<file path="config.mk">
export PLATFORM = sky130hd
export DESIGN_NAME = qar_mem_arbiter
export DESIGN_NICKNAME = d
export VERILOG_FILES = /design/src/rtl/qar_mem_arbiter.sv
export SDC_FILE = /design/constraint.sdc
export NUM_CORES = 1
export LEC_CHECK = 0
export CORE_MARGIN = 2
export CORE_UTILIZATION = 30
export DETAILED_ROUTE_END_ITERATION = 16
export GPL_TIMING_DRIVEN = 0
export PLACE_DENSITY = 0.81
export SYNTH_ARGS = -nofsm -noshare
export SYNTH_HDL_FRONTEND = slang
export SYNTH_SLANG_ARGS = --single-unit
</file>
<file path="constraint.sdc">
create_clock -name clk -period 1.7 [get_ports clk]
set_input_delay 0.17 -clock clk [delete_from_list [all_inputs] [get_ports clk]]
set_output_delay 0.17 -clock clk [all_outputs]
set_load 0.02 [all_outputs]
</file>
<file path="src/rtl/qar_mem_arbiter.sv">
// qar_mem_arbiter: lets the qar_core fetch port and data port share one
// single-port synchronous SRAM. Data requests win a tie, except that fetch
// wins once data has been granted MAX_DATA_STREAK times in a row while a
// fetch was waiting. Every access takes IDLE -> ACCESS -> RESP. Illegal
// addresses never strobe the SRAM, but they still complete with err set.
module qar_mem_arbiter #(
    parameter int DEPTH           = 64,
    parameter int ADDR_WIDTH      = 6,
    parameter int MAX_DATA_STREAK = 4,
    parameter int STREAK_WIDTH    = 3
) (
    input  logic                  clk,
    input  logic                  rst_n,
    input  logic                  imem_valid,
    input  logic [31:0]           imem_addr,
    output logic                  imem_ready,
    output logic [31:0]           imem_rdata,
    output logic                  imem_err,
    input  logic                  mem_valid,
    input  logic                  mem_we,
    input  logic [31:0]           mem_addr,
    input  logic [31:0]           mem_wdata,
    output logic                  mem_ready,
    output logic [31:0]           mem_rdata,
    output logic                  mem_err,
    output logic                  sram_en,
    output logic                  sram_we,
    output logic [ADDR_WIDTH-1:0] sram_addr,
    output logic [31:0]           sram_wdata,
    input  logic [31:0]           sram_rdata,
    output logic                  busy
);

    typedef enum logic [1:0] {
        IDLE   = 2'd0,
        ACCESS = 2'd1,
        RESP   = 2'd2
    } state_t;

    // Index 0 is the fetch port and index 1 is the data port, so the
    // grant_data bit can select the winning port directly.
    localparam int PORT_COUNT = 2;

    localparam logic [ADDR_WIDTH:0]     DEPTH_LIMIT  = (ADDR_WIDTH + 1)'(DEPTH);
    localparam logic [STREAK_WIDTH-1:0] STREAK_LIMIT = STREAK_WIDTH'(MAX_DATA_STREAK);
    localparam logic [STREAK_WIDTH-1:0] STREAK_SAT   = {STREAK_WIDTH{1'b1}};

    state_t state_reg;
    state_t state_next;

    logic [STREAK_WIDTH-1:0] streak_reg;
    logic [STREAK_WIDTH-1:0] streak_next;

    logic                  sram_en_reg;
    logic                  sram_we_reg;
    logic [ADDR_WIDTH-1:0] sram_addr_reg;
    logic [31:0]           sram_wdata_reg;
    logic                  illegal_reg;
    logic                  owner_data_reg;

    logic [PORT_COUNT-1:0][31:0]           port_addr;
    logic [PORT_COUNT-1:0][ADDR_WIDTH-1:0] port_index;
    logic [PORT_COUNT-1:0]                 port_illegal;

    logic grant_any;
    logic grant_data;
    logic grant_now;
    logic read_ok;

    assign port_addr = {mem_addr, imem_addr};

    // Decode each port's byte address into a word index and an illegal flag.
    // The flag covers misalignment, any set bit above the index, and an
    // index past the end of the array when DEPTH is not a power of two.
    generate
        for (genvar gi = 0; gi < PORT_COUNT; gi++) begin : g_decode
            assign port_index[gi]   = port_addr[gi][ADDR_WIDTH+1:2];
            assign port_illegal[gi] = (port_addr[gi][1:0] != 2'b00)
                                   || (port_addr[gi][31:ADDR_WIDTH+2] != '0)
                                   || ({1'b0, port_index[gi]} >= DEPTH_LIMIT);
        end
    endgenerate

    // Pick a winner. Data wins a tie until the streak limit is reached.
    always_comb begin
        grant_any  = imem_valid || mem_valid;
        grant_data = 1'b0;
        if (mem_valid && imem_valid) begin
            grant_data = (streak_reg < STREAK_LIMIT);
        end else begin
            grant_data = mem_valid;
        end
    end

    // Requests are sampled only in IDLE. What the ports do afterwards is
    // ignored until the access has finished.
    assign grant_now = (state_reg == IDLE) && grant_any;

    // Count the data grants taken while a fetch was waiting. The count
    // clears whenever fetch wins or data wins with no fetch pending.
    always_comb begin
        streak_next = streak_reg;
        if (grant_now) begin
            if (grant_data && imem_valid) begin
                streak_next = (streak_reg == STREAK_SAT) ? streak_reg
                                                         : streak_reg + 1'b1;
            end else begin
                streak_next = '0;
            end
        end
    end

    // State register. An asynchronous reset drops any access in flight.
    always_ff @(posedge clk or negedge rst_n) begin
        if (!rst_n) begin
            state_reg <= IDLE;
        end else begin
            state_reg <= state_next;
        end
    end

    // Next-state logic. ACCESS and RESP each last exactly one cycle.
    always_comb begin
        state_next = state_reg;
        case (state_reg)
            IDLE:    if (grant_any) state_next = ACCESS;
            ACCESS:  state_next = RESP;
            RESP:    state_next = IDLE;
            default: state_next = IDLE;
        endcase
    end

    // Latch the winner's request at the grant edge. The SRAM strobe is
    // raised only for a legal address and is dropped when ACCESS ends.
    always_ff @(posedge clk or negedge rst_n) begin
        if (!rst_n) begin
            streak_reg     <= '0;
            sram_en_reg    <= 1'b0;
            sram_we_reg    <= 1'b0;
            sram_addr_reg  <= '0;
            sram_wdata_reg <= '0;
            illegal_reg    <= 1'b0;
            owner_data_reg <= 1'b0;
        end else begin
            streak_reg <= streak_next;
            if (grant_now) begin
                owner_data_reg <= grant_data;
                sram_we_reg    <= grant_data && mem_we;
                sram_addr_reg  <= port_index[grant_data];
                sram_wdata_reg <= grant_data ? mem_wdata : 32'h0;
                illegal_reg    <= port_illegal[grant_data];
                sram_en_reg    <= !port_illegal[grant_data];
            end else if (state_reg == ACCESS) begin
                sram_en_reg <= 1'b0;
            end
        end
    end

    assign sram_en    = sram_en_reg;
    assign sram_we    = sram_we_reg;
    assign sram_addr  = sram_addr_reg;
    assign sram_wdata = sram_wdata_reg;

    // SRAM read data is passed back only for a legal read. Writes and
    // illegal accesses return zero.
    assign read_ok = !sram_we_reg && !illegal_reg;

    // Drive the response outputs. Only the owner sees ready, rdata and err,
    // and only during RESP, so the two ready outputs can never overlap.
    always_comb begin
        imem_ready = 1'b0;
        imem_rdata = '0;
        imem_err   = 1'b0;
        mem_ready  = 1'b0;
        mem_rdata  = '0;
        mem_err    = 1'b0;
        busy       = 1'b0;
        case (state_reg)
            ACCESS: busy = 1'b1;
            RESP: begin
                busy = 1'b1;
                if (owner_data_reg) begin
                    mem_ready = 1'b1;
                    mem_err   = illegal_reg;
                    mem_rdata = read_ok ? sram_rdata : 32'h0;
                end else begin
                    imem_ready = 1'b1;
                    imem_err   = illegal_reg;
                    imem_rdata = read_ok ? sram_rdata : 32'h0;
                end
            end
            default: ;
        endcase
    end

endmodule

</file>
Yosys cells after proc, flatten, opt, wreduce, memory -nomap -nowiden:

Index checks and enable logic that the tools add are counted.

* $add $sub $neg: 1
* order comparisons: 2
* equality and inequality tests: 5
* mux-type cells: 26
* reductions and logical operators: 19

Operators with widths (count)
* 32-bit 2-to-1 mux: 6
* 24-bit nonzero test: 2
* 1-bit 2-to-1 mux: 14
* 6-bit 2-to-1 mux: 2
* 3-bit 2-to-1 mux: 2
* 2-bit nonzero test: 3
* 1-bit logical AND: 5
* 2-bit != test, second input constant: 2
* 2-bit one-hot mux with 2 select lines: 1
* 3-bit by 1-bit adder with 3-bit output, second input constant: 1
* 3-bit equality test, second input constant: 1
* 1-bit zero test: 3
* 1-bit logical OR: 3
* 3-bit < comparator, second input constant: 1
* 2-bit by 1-bit equality test with 1-bit output, second input constant: 1
* 2-bit equality test, second input constant: 1
* 2-bit zero test: 1
* 1-bit by 2-bit < comparator with 1-bit output, second input constant: 1
* 2-bit 2-to-1 mux: 1
* 2-bit AND reduction: 1
* 2-bit OR reduction: 1

* register bits after elaboration: 47
* bits of input ports: 133
* output and inout bits: 109

Depth between registers and ports, before layout:

Gate-level depths: netlist of run 1.

* depth in word-level cells: 6
* depth in mapped cells: 6
* gate-level depth less buffers: 6

Worst setup path before layout of run 1:

Ideal clock, no wire load.

* path type: register -> output
* start point: register state_reg[0]
* end point: output port imem_rdata[0]
* arrival time: 1632 ps
* path slack: -102 ps
* stages on the path, launching flop included: 7
* buffers on the path: 1
* path through: dfrtp_1 > inv_1 > ha_1 > nor2b_4 > nor3b_1 > clkbuf_2 > and2_1

* word-level cells in the longest chain between the ends: 2

Ends and longest elaborated chain
* start, declared: RTL line 48 `state_t state_reg;`
* start signal, assigned: RTL line 118 `state_reg <= state_next;`
* 2-bit equality test: RTL line 178 `case (state_reg)`
* 32-bit 2-to-1 mux: RTL line 178
* end, declared: RTL line 17 `output logic [31:0] imem_rdata,`

Every way passes these cells.

Worst setup path in the final report of run 1:

* start point: register state_reg[0]
* end point: output port mem_rdata[17]

* word-level cells in the longest chain between the ends: 2

Ends and longest elaborated chain
* 2-bit equality test: RTL line 178
* 32-bit 2-to-1 mux: RTL line 178
* end, declared: RTL line 24 `output logic [31:0] mem_rdata,`

Every way passes these cells.

==> results.md, run 1 <==
* Final hold violations at 0
* Crit path max fanout at 5
* Hpwl dp at about 8000 um
* Worst setup SP type: register
* Routability cong. at between 0.7 and 0.8
* Yosys top cell area share at 0.470
* DR iter-0 viols at 62
* Peak Freq at 499 MHz
* Total of warnings raised by yosys at 0
* Initial antenna violation count at 1
* Setup violators final at 64
* Number of port buffers at 241
* Cell variety after synth at 34
* Clock-pin slew on the worst setup and hold paths at 90 ps
* Asr flop ratio synth at 1.00
* LEAKAGE at roughly 0.0026 uW
* WP data required at 1530 ps
* First-pass GRT wire length at 15700 um
* Syn_nets at 374
* Slowest cell on the critical path: dfrtp_1
* Area leader, netlist: dfrtp_1
* Outcome: complete, but fails checks
* Via Count at just under 3000
* Ports at 242
* CTS tree: built
* Mapped Cells at between 200 and 250
* Critical Path Source: state_reg[0]
* Routed Antenna Nets at 0
* Core box area at 8130 um^2
* CTS max path bufs at 2
* Synth Flop Type: dfrtp_1
* CP max stage delay at 390 ps
* Slew margin rel. at 0.700
* Max reg flops at 32
* EDFF count, synth at 0
* Chip Height at 95.3 um
* Sequential area share after synthesis at 0.470
* First-pass DRT Iterations at 4
* Max Cap Viol at 0
* H-tree levels at 2
* Cts bufs inserted at 5
* Post-Syn Area per Cell at about 11 um^2
* Layout cell share with drive strength beyond 1 at 0.363
* DRC at 0
* Vias in the first global route at 3067
* Initial core utilization at 0.307
* Syn Std Cell Area at 2500 um^2
* Chip Width at 95.3 um
* FF+latch count, synth at 47
* CTS Sinks at 47
* Cell chain of the critical path: inv_2 > ha_4 > and2_4 > nor3b_4 > buf_6 > buf_8 > and2_4 > buf_6
* Critical path class: reg -> out
* Core Rows at 33
* Crit path arrival time at 1830 ps
* Power Dens Cells at 1130 nW/um^2
* Setup crit end kind: primary output
* Least-Margin Pin Slew at 449 ps
* # fillers at 585
* Final Critical Period at between 2000 and 2500 ps
* Core Util, Final at 0.697
* RR Startpoint: state_reg[0]
* Synth area leaders: dfrtp_1, and2_1, a22o_1
* Via-to-Cell Ratio at 4.76
* Count leader, synth: and2_1
* Post-placement cell area at ~5100 um^2
* Largest net degree at the start of global routing at 38
* Worst setup margin at -305 ps
* Final worst path period share at 1.18
* Nets at 640
* Bufs and invs on worst path at 4
* RSZ-0062 raised after global routing: true
* Final instance area at about 5700 um^2
* Worst clock skew at 14.0 ps
* Top cells by count, synth: and2_1, dfrtp_1, a22o_1, nand2_1, nor4_1
* All-layer global routing usage at 0.224
* Failing checks: setup timing
* Worst slack, placed at -736 ps
* Grt total ovfl at 0
* Delay-heaviest family, CP: simple AND/OR/NAND/NOR gates
* Hold Path Class: in -> async
* Syn-to-layout area delta at 127%
* Drt wl/cell at 17.4 um
* Max Slew Vio Count at 0
* Root Driver: clkbuf_8
* Area of the die at 9080 um^2
* Worst-Skew Late Latency at just under 300 ps
* Maximum vdd ir drop at a little over 900 uV
* Drt total wl at 10600 um
metrics by stage:
stage | power [uW] | cells | hold WS, ps | TNS (ps)
6_report | 6400 | 608 | 285 | -17840
5_1_grt | 6780 | 608 | 304 | -22980
4_1_cts | 6380 | 605 | 265 | -16770
3_5_place_dp | 5420 | 583 | 59.9 | -46560
3_3_place_gp | 5330 | 582 | 463 | -80610
2_1_floorplan | 3640 | 236 | -126 | 0
cells by family after synthesis:
family	Yosys count	share of synthesized area
flops	47	0.470
buf+inv	19	0.0500
compound gates	52	0.165
mux	6	0.0240
fa+ha+maj	5	0.0250
simple gates	107	0.266
where the power goes:
| part | switching, uW | internal, uW |
|---|---|---|
| logic | 1780 | 2060 |
| clock network | 364 | 282 |
| registers | 326 | 1590 |
what timing repair did:
item | in CTS | in global routing
gates cloned | 6 | 0
pin swaps | 59 | 2
resized for setup | 486 | 24
hold buffers | 1 | 0
endpoints found under the setup margin | 69 | 73
setup buffers | 8 | 2
endpoints found under the hold margin | 10 | 0
cell usage in the layout, fill, tap and decap left out, types with 2 or more instances in the layout:
| cell | instances |
|---|---|
| nor4_1 | 11 |
| a22o_1 | 33 |
| nand2_1 | 13 |
| clkbuf_2 | 4 |
| buf_6 | 71 |
| ha_1 | 4 |
| nand4_1 | 3 |
| buf_4 | 6 |
| mux2i_1 | 6 |
| o21ai_0 | 10 |
| buf_2 | 3 |
| clkbuf_8 | 5 |
| inv_1 | 2 |
| buf_8 | 15 |
| nor3b_4 | 2 |
| dfrtp_1 | 47 |
| and2_4 | 66 |
| clkdlybuf4s50_1 | 171 |
| dlygate4sd2_1 | 2 |
| nor2_1 | 5 |
final timing paths:
check                      cells after the start        endpoint  slack [ps]
setup / recovery                               8   mem_rdata[17]        -300
hold / removal                                 2   sram_wdata[7]         280
setup reg to reg                               6  sram_wdata[25]          90
hold reg to reg                                2    sram_addr[0]         500
max in group asynchronous                      3   sram_wdata[5]         940
min in group clk                               2  sram_wdata[13]         470
metal layers:
layer | wire length, um | part of all wire | track usage | vias to the layer above
li1 | - | - | - | 1374
met1 | 3760 | 0.36 | 0.239 | 1368
met2 | 5560 | 0.53 | 0.410 | 129
met3 | 963 | 0.091 | 0.0680 | 23
met4 | 293 | 0.028 | 0.0857 | 0
met5 | 0 | 0 | 0 | -
worst reg2reg max path: cells and delay by family (launching register included):
kind	cells	cell delay (ps)
buf+inv	3	430
fa+ha+maj	1	230
compound gates	2	450
flops	1	390
final cells by class:
cell class / count / area (um^2) / area share
Multi-Input combinational cell: 170 / 1390 / 0.246
Sequential cell: 47 / 1180 / 0.207
Antenna cell: 1 / 2.50 / 0.000441
Buffer: 16 / 185 / 0.0327
Clock buffer: 5 / 68.8 / 0.0121
Tap cell: 105 / 131 / 0.0232
Inverter: 3 / 11.3 / 0.00199
Clock inverter: 2 / 13.8 / 0.00243
Timing Repair Buffer: 259 / 2690 / 0.474
Note: power is estimated with default switching activity, not from simulation.
==> inputs of run 2 (changes only) <==
--- a/config.mk
+++ b/config.mk
@@ -9,7 +9,9 @@
 export CORE_UTILIZATION = 30
 export DETAILED_ROUTE_END_ITERATION = 16
 export GPL_TIMING_DRIVEN = 0
+export MAX_ROUTING_LAYER = met4
 export PLACE_DENSITY = 0.81
+export SKIP_CTS_REPAIR_TIMING = 1
 export SYNTH_ARGS = -nofsm -noshare
 export SYNTH_HDL_FRONTEND = slang
 export SYNTH_SLANG_ARGS = --single-unit
==> run 2 against run 1 <==
Effect of this change:
- the run still ends with setup timing left
- clock power is essentially flat
- first-iteration DRC count grew 8.1%
- clock skew is essentially flat
- critical path type unchanged
- register-to-register slack lost 20 ps
- hold slack gained 2.4 ps
- via count shrank 0.90%
- highest routed layer unchanged
- largest cell class unchanged
==> results.md, run 2 (same netlist as run 1, synthesis figures left out) <==
* Crit path to: imem_rdata[0]
* Final Critical Period at 2040 ps (+34.2 ps)
* Drt wl/cell at 16.7 um (-3.9%)
* Final worst path period share at 1.20 (+0.0201)
* Nets at 635 (-0.78%)
* First-pass GRT wire length at 13900 um (-12%)
* Setup crit end kind: primary output
* Maximum vdd ir drop at 905 uV (-0.69%)
* Initial antenna violation count at 0 (-1)
* Hpwl dp at 7790 um (unchanged)
* Syn-to-layout area delta at 119%
* Max reg flops at 32 (unchanged)
* Internal power at 3830 uW (-2.5%)
* DR iter-0 viols at 67 (+8.1%)
* CTS max path bufs at 2 (unchanged)
* Core Rows at 33 (unchanged)
* Max Cap Viol at 0 (unchanged)
* Max Slew Vio Count at 0 (unchanged)
* Hold Path Class: in -> async
* Grt total ovfl at 0 (unchanged)
* Power Dens Cells at 1140 nW/um^2 (+1.2%)
* Worst setup margin at -339 ps (-34.2 ps)
* CTS Sinks at 47 (unchanged)
* R2R setup slack at 70 ps (-20 ps)
* Diodes inserted at 0 (-1)
* Crit path max fanout at 5 (unchanged)
* RSZ-0062 raised after global routing: true
* Worst setup SP type: register
* Flop pwr share at 0.306 (+0.006)
* Drt total wl at 10100 um (-4.9%)
* Worst clock skew at 13.9 ps (-0.107 ps)
* Crit path arrival time at 1870 ps (+40 ps)
* Vias in the first global route at 2797 (-8.8%)
* Critical R2R Capture: sram_wdata[25]
* Clock network power share at 0.104 (+0.003)
* All-layer global routing usage at 0.201 (-0.0226)
* Switching share of power at 0.386 (+0.000784)
* Peak Freq at 490 MHz (-1.7%)
* Outcome: complete, but fails checks
* Chip Height at 95.3 um (unchanged)
* # fillers at 643 (+9.9%)
* WP data required at 1530 ps (about the same)
* Net Switching at 2410 uW (-2.2%)
* Worst-Skew Late Latency at 290 ps (about the same)
* Combinational power share at 0.591 (-0.008)
* Routability cong. at 0.786 (+1.4%)
* Initial core utilization at 0.307 (unchanged)
* Layout cell share with drive strength beyond 1 at 0.294 (-0.0688)
* DRC at 0 (unchanged)
* Register area at 1180 um^2 (unchanged)
* Failing checks: setup timing
* Area of the die at 9080 um^2 (unchanged)
* H-tree levels at 2 (unchanged)
* Clock-pin slew on the worst setup and hold paths at 90 ps (about the same)
* Worst slack, placed at -736 ps (unchanged)
* Number of port buffers at 241 (unchanged)
* Chip Width at 95.3 um (unchanged)
* Cts bufs inserted at 5 (unchanged)
* Setup violators final at 64 (unchanged)
* Ports at 242 (unchanged)
* Critical Path Source: state_reg[0]
* Slew margin rel. at 0.699 (-0.00106)
* First-pass DRT Iterations at 4 (unchanged)
* Final hold violations at 0 (unchanged)
* Largest net degree at the start of global routing at 38 (unchanged)
* Critical path class: reg -> out
* Least-Margin Pin Slew at 451 ps (+1.58 ps)
* CTS tree: built
* Post-placement cell area at 5070 um^2 (unchanged)
* Commonest non-fill, non-tap cell in the layout: clkdlybuf4s50_1
* Multi-input combinational cell area at 1320 um^2 (-5.4%)
* Routed Antenna Nets at 0 (unchanged)
* LEAKAGE at 0.00253 uW (-0.85%)
* Root Driver: clkbuf_8
* Via-to-Cell Ratio at 4.76 (about the same)
* Core box area at 8130 um^2 (unchanged)
* Final instance area at 5470 um^2 (-3.6%)
* Commonest non-fill, non-tap cells in the layout: clkdlybuf4s50_1, buf_6, dfrtp_1
* Via Count at 2868 (-0.90%)
* RR Startpoint: state_reg[0]
* Cells on worst reg2reg path at 6 (unchanged)
## run 2: cell types whose count changed in the layout (fill, tap and decap cells not counted), moves of 2 or more
| cell | before | now |
|---|---|---|
| buf_8 | 15 | 4 |
| buf_6 | 71 | 64 |
| and2_2 | 0 | 2 |
| buf_4 | 6 | 18 |
| dlymetal6s2s_1 | 0 | 5 |
| clkbuf_2 | 4 | 2 |
| and2_1 | 1 | 30 |
| and2_4 | 66 | 35 |
| dlygate4sd2_1 | 2 | 0 |
## run 2: critical path, stage by stage (launching register included)
cell	delay [ps]
dfrtp_1	400
inv_2	80
ha_4	140
nor2b_4	150
nor3b_4	220
buf_6	130
buf_6	100
buf_6	100
and2_4	150
buf_6	110
## run 2: per-layer routing
layer	share of wire	wire (um)	track usage	vias up
met5	0	0	-	-
met4	0.023	235	0.0556	0
met3	0.085	854	0.0451	21
met2	0.52	5260	0.355	132
met1	0.37	3720	0.229	1356
li1	-	-	-	1359
## run 2: through the flow
step | cells | setup TNS (ps) | hold slack, ps | util | power, uW
floorplan | 236 | 0 | -126 | - | 3640
global placement | 582 | -80610 | 463 | 0.622 | 5330
detailed placement | 583 | -46560 | 59.9 | 0.624 | 5420
CTS | 590 | -65540 | -269 | 0.634 | 6090
global route | 602 | -23480 | 302 | 0.672 | 6630
finish | 602 | -17910 | 287 | 0.672 | 6250
## run 2: how the worst min path moves through the flow
stage,from,end,slack (ps),depth (start not counted)
final,rst_n,sram_wdata[7],290,2
after global routing,rst_n,sram_wdata[7],300,2
after CTS,rst_n,sram_wdata[7],-270,1
after detailed placement,rst_n,sram_wdata[7],60,1
after global placement,sram_addr[3],sram_addr[3],460,2
after floorplan,rst_n,illegal_reg,-130,0
## run 2: final cells by class
| type | instances | area share |
|---|---|---|
| clock buffer | 5 | 0.0126 |
| tap | 105 | 0.0240 |
| buffer | 16 | 0.0304 |
| sequential | 47 | 0.215 |
| clock inverter | 2 | 0.00252 |
| inverter | 3 | 0.00206 |
| timing repair buffer | 254 | 0.472 |
| multi-input combinational | 170 | 0.241 |
## run 2: power groups by stage
| stage | sequential [uW] | clock (uW) | combinational, uW |
|---|---|---|---|
| after detailed placement | 1920 | 0 | 3500 |
| after global placement | 1910 | 0 | 3430 |
| after floorplan | 2380 | 0 | 1260 |
| after CTS | 1900 | 666 | 3520 |
| after global routing | 1970 | 715 | 3940 |
| final | 1910 | 647 | 3690 |
